[src/rtl/traffic_pkg.sv]
// Shared types and constants for the traffic-light controller and its interval timer.
package traffic_pkg;

  typedef enum logic [1:0] {
    T_BASE = 2'b00,
    T_EXT  = 2'b01,
    T_YEL  = 2'b10
  } interval_e;

  typedef enum logic [1:0] {
    IDLE    = 2'b00,
    RUN     = 2'b01,
    EXPIRED = 2'b10
  } timer_state_e;

  localparam int DEF_T_BASE = 6;
  localparam int DEF_T_EXT  = 3;
  localparam int DEF_T_YEL  = 2;

endpackage

[src/rtl/one_hz_divider.sv]
// Free-running 0..CLK_DIV-1 counter; tick is decoded from the count register.
module one_hz_divider #(
  parameter int CLK_DIV = 50_000_000
) (
  input  logic clk,
  input  logic reset_n,
  input  logic clear,
  output logic tick
);

  localparam int CW = (CLK_DIV > 1) ? $clog2(CLK_DIV) : 1;
  localparam logic [CW-1:0] LAST = CW'(CLK_DIV - 1);

  logic [CW-1:0] cnt_q, cnt_d;

  always_comb begin
    cnt_d = cnt_q + CW'(1);
    if (clear || (cnt_q == LAST)) begin
      cnt_d = '0;
    end
  end

  always_ff @(posedge clk or negedge reset_n) begin
    if (!reset_n) begin
      cnt_q <= '0;
    end else begin
      cnt_q <= cnt_d;
    end
  end

  assign tick = (cnt_q == LAST);

endmodule

[src/rtl/interval_timer_ctrl.sv]
// Interval store and one-second countdown that times the traffic-light FSM;
// also turns reprogramming writes into a one-cycle restart pulse.
module interval_timer_ctrl
  import traffic_pkg::*;
#(
  parameter int CLK_DIV  = 50_000_000,
  parameter int VAL_W    = 4,
  parameter int DEF_BASE = DEF_T_BASE,
  parameter int DEF_EXT  = DEF_T_EXT,
  parameter int DEF_YEL  = DEF_T_YEL
) (
  input  logic             clk,
  input  logic             reset_n,
  input  logic             start_timer,
  input  logic [1:0]       requesting_interval,
  input  logic             prog_sync,
  input  logic [1:0]       prog_sel,
  input  logic [VAL_W-1:0] prog_val,
  output logic             expired,
  output logic             reprogram,
  output logic             one_hz_en,
  output logic [VAL_W-1:0] remaining,
  output logic             busy
);

  localparam logic [VAL_W-1:0] DEF_BASE_V = VAL_W'(DEF_BASE);
  localparam logic [VAL_W-1:0] DEF_EXT_V  = VAL_W'(DEF_EXT);
  localparam logic [VAL_W-1:0] DEF_YEL_V  = VAL_W'(DEF_YEL);

  timer_state_e     state_q, state_d;
  logic [VAL_W-1:0] remaining_q, remaining_d;
  logic [VAL_W-1:0] t_base_q, t_ext_q, t_yel_q;
  logic [VAL_W-1:0] sel_val;
  logic             expired_q, busy_q, reprogram_q;
  logic             prog_accept, load, tick;

  // A write always beats a simultaneous load; the FSM restarts from reprogram.
  assign prog_accept = prog_sync && (prog_sel != 2'b11);
  assign load        = start_timer && !prog_accept;

  one_hz_divider #(
    .CLK_DIV(CLK_DIV)
  ) u_div (
    .clk    (clk),
    .reset_n(reset_n),
    .clear  (load),
    .tick   (tick)
  );

  always_comb begin
    case (requesting_interval)
      T_EXT:   sel_val = t_ext_q;
      T_YEL:   sel_val = t_yel_q;
      default: sel_val = t_base_q;
    endcase
  end

  // A written zero maps back to the default so no interval can ever be zero.
  always_ff @(posedge clk or negedge reset_n) begin
    if (!reset_n) begin
      t_base_q <= DEF_BASE_V;
      t_ext_q  <= DEF_EXT_V;
      t_yel_q  <= DEF_YEL_V;
    end else if (prog_accept) begin
      case (prog_sel)
        2'b00:   t_base_q <= (prog_val == '0) ? DEF_BASE_V : prog_val;
        2'b01:   t_ext_q  <= (prog_val == '0) ? DEF_EXT_V  : prog_val;
        2'b10:   t_yel_q  <= (prog_val == '0) ? DEF_YEL_V  : prog_val;
        default: ;
      endcase
    end
  end

  always_comb begin
    state_d     = state_q;
    remaining_d = remaining_q;
    if (prog_accept) begin
      state_d     = IDLE;
      remaining_d = '0;
    end else if (start_timer) begin
      state_d     = RUN;
      remaining_d = sel_val;
    end else begin
      case (state_q)
        RUN: begin
          if (tick) begin
            if (remaining_q == VAL_W'(1)) begin
              state_d     = EXPIRED;
              remaining_d = '0;
            end else begin
              remaining_d = remaining_q - VAL_W'(1);
            end
          end
        end
        default: ;
      endcase
    end
  end

  // Status flags are registered from the next state so they line up with remaining.
  always_ff @(posedge clk or negedge reset_n) begin
    if (!reset_n) begin
      state_q     <= IDLE;
      remaining_q <= '0;
      expired_q   <= 1'b0;
      busy_q      <= 1'b0;
      reprogram_q <= 1'b0;
    end else begin
      state_q     <= state_d;
      remaining_q <= remaining_d;
      expired_q   <= (state_d == EXPIRED);
      busy_q      <= (state_d == RUN);
      reprogram_q <= prog_accept;
    end
  end

  assign expired   = expired_q;
  assign busy      = busy_q;
  assign reprogram = reprogram_q;
  assign remaining = remaining_q;
  assign one_hz_en = tick;

endmodule

[config.mk]
export PLATFORM = sky130hd
export DESIGN_NAME = interval_timer_ctrl
export DESIGN_NICKNAME = d
export VERILOG_FILES = /design/src/rtl/traffic_pkg.sv /design/src/rtl/one_hz_divider.sv /design/src/rtl/interval_timer_ctrl.sv
export SDC_FILE = /design/constraint.sdc
export NUM_CORES = 1
export LEC_CHECK = 0
export ABC_AREA = 1
export BUFFER_PORTS_ARGS = -buffer_cell sky130_fd_sc_hd__buf_2
export CELL_PAD_IN_SITES_DETAIL_PLACEMENT = 1
export CELL_PAD_IN_SITES_GLOBAL_PLACEMENT = 2
export CORE_ASPECT_RATIO = 1.5
export CORE_MARGIN = 3
export CORE_UTILIZATION = 36
export CTS_CLUSTER_SIZE = 25
export DETAILED_ROUTE_END_ITERATION = 7
export MAX_ROUTING_LAYER = met4
export PLACE_DENSITY_LB_ADDON = 0.08
export SKIP_LAST_GASP = 1
export SLEW_MARGIN = 20
export SYNTH_ARGS = -nofsm -noshare
export SYNTH_HDL_FRONTEND = slang
export SYNTH_SLANG_ARGS = --single-unit
export TNS_END_PERCENT = 20
[constraint.sdc]
create_clock -name clk -period 2.26 [get_ports clk]
set_clock_uncertainty 0.15 [all_clocks]
set_input_delay 0.678 -clock clk [delete_from_list [all_inputs] [get_ports clk]]
set_output_delay 0.678 -clock clk [all_outputs]
set_load 0.02 [all_outputs]
==> impl_metrics.ini, run 1 <==
[setup_path]
reg2regPathDepth = 6
r2r_end = u_div.cnt_q[10]$_DFF_PN0_
worst_ep_arrival_time_ns = 1.56
worstReg2RegStart = u_div.cnt_q[11]$_DFF_PN0_
crit_type = flop to output pin
critPathMaxFanout = 2
cp.required_ns = 1.43
endpoint_kind = output pin
regToRegSetupSlack_ns = 0.45
startpoint = u_div.cnt_q[10]$_DFF_PN0_
cp-start-kind = flop

[final_layout]
antenna_cells = 0
regArea_um2 = 1180
syn2layout_area_growth_pct = 19.2
fin_nets = 396
final_cells = 480
fill_cells = 913
drive_gt1_frac = 0.266
multiInputGateArea_um2 = 1380

[timing]
finalSetupTns_ns = -0.130
layout_setup_ws_ns = -0.130
fin_crit_sh = 1.06
rsz0062_at_grt = true
slew_viol_final = 0
setup_viol = 1
worstMarginPinSlew_ns = 0.548
hold_viol_final = 0
whs_ns = 0.191
max_freq_mhz = 418
slew_headroom = 0.635
period_minus_slack_ns = 2.39

[placed_design]
post-place-ws_ns = 0.0625
hpwl_mm = 6.08
place_inst = 461
numPortBuffers = 19
gp_congestion = 0.804

[cts]
cts_buffers = 5
cts_tree = done
cts_hold_buf = 0
cts.clk_slew.worst_paths_ns = 0.09
clockBufferDepth = 2
h-tree-depth = 2
clk_latency_ns = 0.32
clock_sinks = 47
root_buffer = clkbuf_8

[floorplanning]
die_area_um2 = 8600
start_util = 0.371
die_w_um = 76.7
ioPinCount = 20
fp-row-count = 38
die_h_um = 112
core_um2 = 7270

[drt]
via_count = 2309
postRouteWirelength_mm = 7.63
drtPass1Iterations = 4
wl_per_cell_um = 15.9
viasPerCell = 4.81
drt_iter0_drc = 96
drc = 0
antenna_left = 0

[yosys]
synth_nets = 348
synth_top_area_cell = dfrtp_1
synthTopCellsByCount = 72 x nand2_1, 56 x nor2_1, 42 x dfrtp_1, 35 x inv_1, 15 x o21ai_0
synthDominantCellAreaShare = 0.389
async_reset_ff_frac = 1.00
synth_area_leaders = dfrtp_1 39%, nand2_1 10%, nor2_1 7.8%, dfstp_2 4.9%, inv_1 4.9%
syn_area_per_cell_um2 = 8.16
syn-cell-area_um2 = 2700
synth.distinct_cells = 39
ys_seq_area_frac = 0.438
yosysMostFrequentCell = nand2_1
synth_edf_count = 0
synth_flop_cell = dfrtp_1
synthCells = 331
yosysWarnings = 0
synth-seq-cells = 47

[grt]
grt_max_degree = 26
antenna_found_initial = 0
grt_pass1_vias = 2562
grt_overflow = 0
grt_pass1_wl_mm = 12.8
grt_usage = 0.201

[pwr]
leakage_nw = 1.50
power_density_nw_per_um2 = 573
vdd_ir_drop_max_v = 0.000335

[hold_path]
hp-class = input pin to async pin

[flow_run]
drv_cap = 0

[run_status]
status = finished, violations left
violations = setup timing
-- how the worst max path moves through the flow --
stage                      to  slack (ns)  cells past startpoint
floorplan           one_hz_en        0.06                      5
global placement    one_hz_en        0.10                      6
detailed placement  one_hz_en        0.06                      6
CTS                 one_hz_en       -0.17                      4
global route        one_hz_en       -0.21                      6
finish              one_hz_en       -0.13                      4
-- timing repair --
item / in CTS / in global routing
pin swaps: 3 / 3
setup buffers: 7 / 4
resized for setup: 6 / 3
endpoints found under the setup margin: 1 / 1
-- critical path: stages, from the launching register on --
cell,delay [ns]
dfrtp_1,0.39
nor2_1,0.25
nand3_1,0.18
nor4_4,0.25
buf_4,0.18
-- registers in the layout, summed over array words and instances (netlist names) --
register / cells
u_div.cnt_q: 26
remaining: 4
t_base_q: 4
t_ext_q: 4
t_yel_q: 4
state_q: 2
busy: 1
expired: 1
reprogram: 1
-- cells by family (layout without fill, tap and decap cells) --
family,count (synthesis),count (layout),synth area share
simple gates,190,190,0.355
flops,47,47,0.438
buf+inv,43,92,0.0653
compound gates,33,33,0.0760
xor+xnor,12,12,0.0389
fa+ha+maj,5,5,0.0232
mux,1,1,0.00417
-- through the flow --
stage                      util  power (mW)  instance area (µm²)
final                     0.443        1.85                 3220
after global routing      0.443        1.97                 3220
after CTS                 0.436        1.86                 3170
after detailed placement  0.415        1.32                 3020
after global placement    0.415        1.30                 3020
after floorplan               -        1.19                 2710
-- metal layers --
layer  wire [µm]  GRT usage  share of wire  vias up
li1            -          -              -     1153
met1        2720      0.192           0.36     1113
met2        4480      0.385           0.59       29
met3         169     0.0345          0.022       14
met4         257     0.0907          0.034        0
met5           0          -              0        -
-- power by group --
group          leakage [nW]  internal (mW)  switching [mW]
Combinational         0.847          0.130           0.201
Sequential            0.613          0.926          0.0598
Clock                0.0412          0.217           0.313
Total                  1.50           1.27           0.573
-- cell type report --
cell class | count | share of cell area
inverter | 41 | 0.0478
tap | 100 | 0.0389
timing repair buffer | 43 | 0.0901
sequential | 47 | 0.367
multi-input combinational | 241 | 0.430
clock inverter | 2 | 0.00389
clock buffer | 6 | 0.0225
-- layout by cell type, fill, tap and decap left out, types with 5 or more instances in the layout --
master	count
nor2_2	5
nor2_1	55
nand4_1	8
dfstp_2	5
nand2_2	5
nand3_1	14
buf_2	18
dfrtp_1	42
xor2_1	7
inv_2	8
nand2_1	72
clkbuf_8	5
o21ai_0	15
xnor2_1	5
inv_1	33
buf_4	24
nor3_2	7
(Power assumes the default switching activity.)
==> inputs of run 2 (changes only) <==
--- a/config.mk
+++ b/config.mk
@@ -6,7 +6,7 @@
 export NUM_CORES = 1
 export LEC_CHECK = 0
 export ABC_AREA = 1
-export BUFFER_PORTS_ARGS = -buffer_cell sky130_fd_sc_hd__buf_2
+export BUFFER_PORTS_ARGS = -buffer_cell sky130_fd_sc_hd__buf_4
 export CELL_PAD_IN_SITES_DETAIL_PLACEMENT = 1
 export CELL_PAD_IN_SITES_GLOBAL_PLACEMENT = 2
 export CORE_ASPECT_RATIO = 1.5
==> impl_metrics.ini, run 2 (synthesis results as in run 1) <==
[final_layout]
largest_reg_flops = 26
final_cell_mix = 72 x nand2_1, 56 x nor2_1, 42 x dfrtp_1
final_cells = 469
drive_gt1_frac = 0.233
antenna_cells = 0
final_util = 0.433
regMostFlops = u_div.cnt_q
fin_nets = 385
syn2layout_area_growth_pct = 16.6
fin_area_um2 = 3150
final_common_cell = nand2_1

[setup_path]
path_cells = ha_2, nand2_2, nor2_8, nand2_4, nor4_4, buf_4
cpLargestDelayFamily = simple AND/OR/NAND/NOR gates
reg2regPathDepth = 9
cp-start-kind = flop
cp_slowest_cell = dfrtp_1
slowest_delay_ns = 0.36
worst_ep_arrival_time_ns = 1.61
path_buf_inv = 1
cp.required_ns = 1.43
path_depth = 6
crit_type = flop to output pin
endpoint_kind = output pin
critPathMaxFanout = 2

[cts]
cts_hold_buf = 0
cts_buffers = 5
clock_sinks = 47
clockBufferDepth = 2
clk_latency_ns = 0.31
cts_tree = done
h-tree-depth = 2
cts.clk_slew.worst_paths_ns = 0.09
root_buffer = clkbuf_8

[grt]
grt_pass1_vias = 2495
grt_pass1_wl_mm = 12.7
grt_usage = 0.198
grt_max_degree = 48
grt_overflow = 0
antenna_found_initial = 0

[timing]
whs_ns = 0.235
layout_setup_ws_ns = -0.177
finalSetupTns_ns = -0.177
slew_headroom = 0.583
setup_viol = 1
period_minus_slack_ns = 2.44
max_freq_mhz = 410
hold_viol_final = 0
fin_crit_sh = 1.08
rsz0062_at_grt = true
worstMarginPinSlew_ns = 0.625
slew_viol_final = 0

[pwr]
vdd_ir_drop_max_v = 0.000368
p_total_mw = 1.83
leakage_nw = 1.44
power_density_nw_per_um2 = 580

[drt]
antenna_left = 0
wl_per_cell_um = 15.8
drt_iter0_drc = 72
drtPass1Iterations = 4
via_count = 2267
postRouteWirelength_mm = 7.41
viasPerCell = 4.83
drc = 0

[floorplanning]
die_area_um2 = 8600
die_w_um = 76.7
ioPinCount = 20
start_util = 0.371
fp-row-count = 38
core_um2 = 7270
die_h_um = 112

[placed_design]
hpwl_mm = 5.89
placed_area_um2 = 3040
numPortBuffers = 19
gp_congestion = 0.830
place_inst = 460
post-place-ws_ns = 0.0692

[hold_path]
hp-class = input pin to async pin

[run_status]
status = finished, violations left
violations = setup timing

[flow_run]
drv_cap = 0
run 2: layout make-up:
cell class | instances | area [µm²]
clock inverter | 1 | 5.00
timing repair buffer | 32 | 240
sequential | 47 | 1180
tap | 100 | 125
inverter | 41 | 154
multi-input combinational | 241 | 1370
fill | 919 | 4130
clock buffer | 7 | 76.3
run 2: timing repair:
| item | in CTS | in global routing |
|---|---|---|
| endpoints found under the setup margin | 1 | 1 |
| buffers inserted | 1 | 0 |
| pin swaps | 0 | 0 |
| gates resized for setup | 2 | 1 |
run 2: power by group:
group          switching, mW  leakage (nW)  internal, mW  total, mW
Sequential            0.0569         0.613         0.926      0.983
Combinational          0.198         0.787         0.134      0.332
Clock                  0.293        0.0422         0.218      0.511
Total                  0.548          1.44          1.28       1.83
run 2: final timing paths:
kind                                          startpoint                   endpoint  slack (ns)
worst max-delay path            u_div.cnt_q[1]$_DFF_PN0_                  one_hz_en       -0.18
worst min-delay path                             reset_n  u_div.cnt_q[14]$_DFF_PN0_        0.24
worst max register to register  u_div.cnt_q[1]$_DFF_PN0_  u_div.cnt_q[22]$_DFF_PN0_        0.42
worst min register to register   t_base_q[1]$_DFFE_PN1P_    t_base_q[1]$_DFFE_PN1P_        0.32
max in group asynchronous                        reset_n  u_div.cnt_q[25]$_DFF_PN0_        1.31
min in group clk                 t_base_q[1]$_DFFE_PN1P_    t_base_q[1]$_DFFE_PN1P_        0.32
run 2: routing by layer:
layer / wire length, µm / vias to the layer above / global-route usage
met3: 144 / 9 / 0.0257
met4: 123 / 0 / 0.0629
met1: 2640 / 1101 / 0.198
li1: - / 1135 / -
met5: 0 / - / -
met2: 4500 / 22 / 0.389
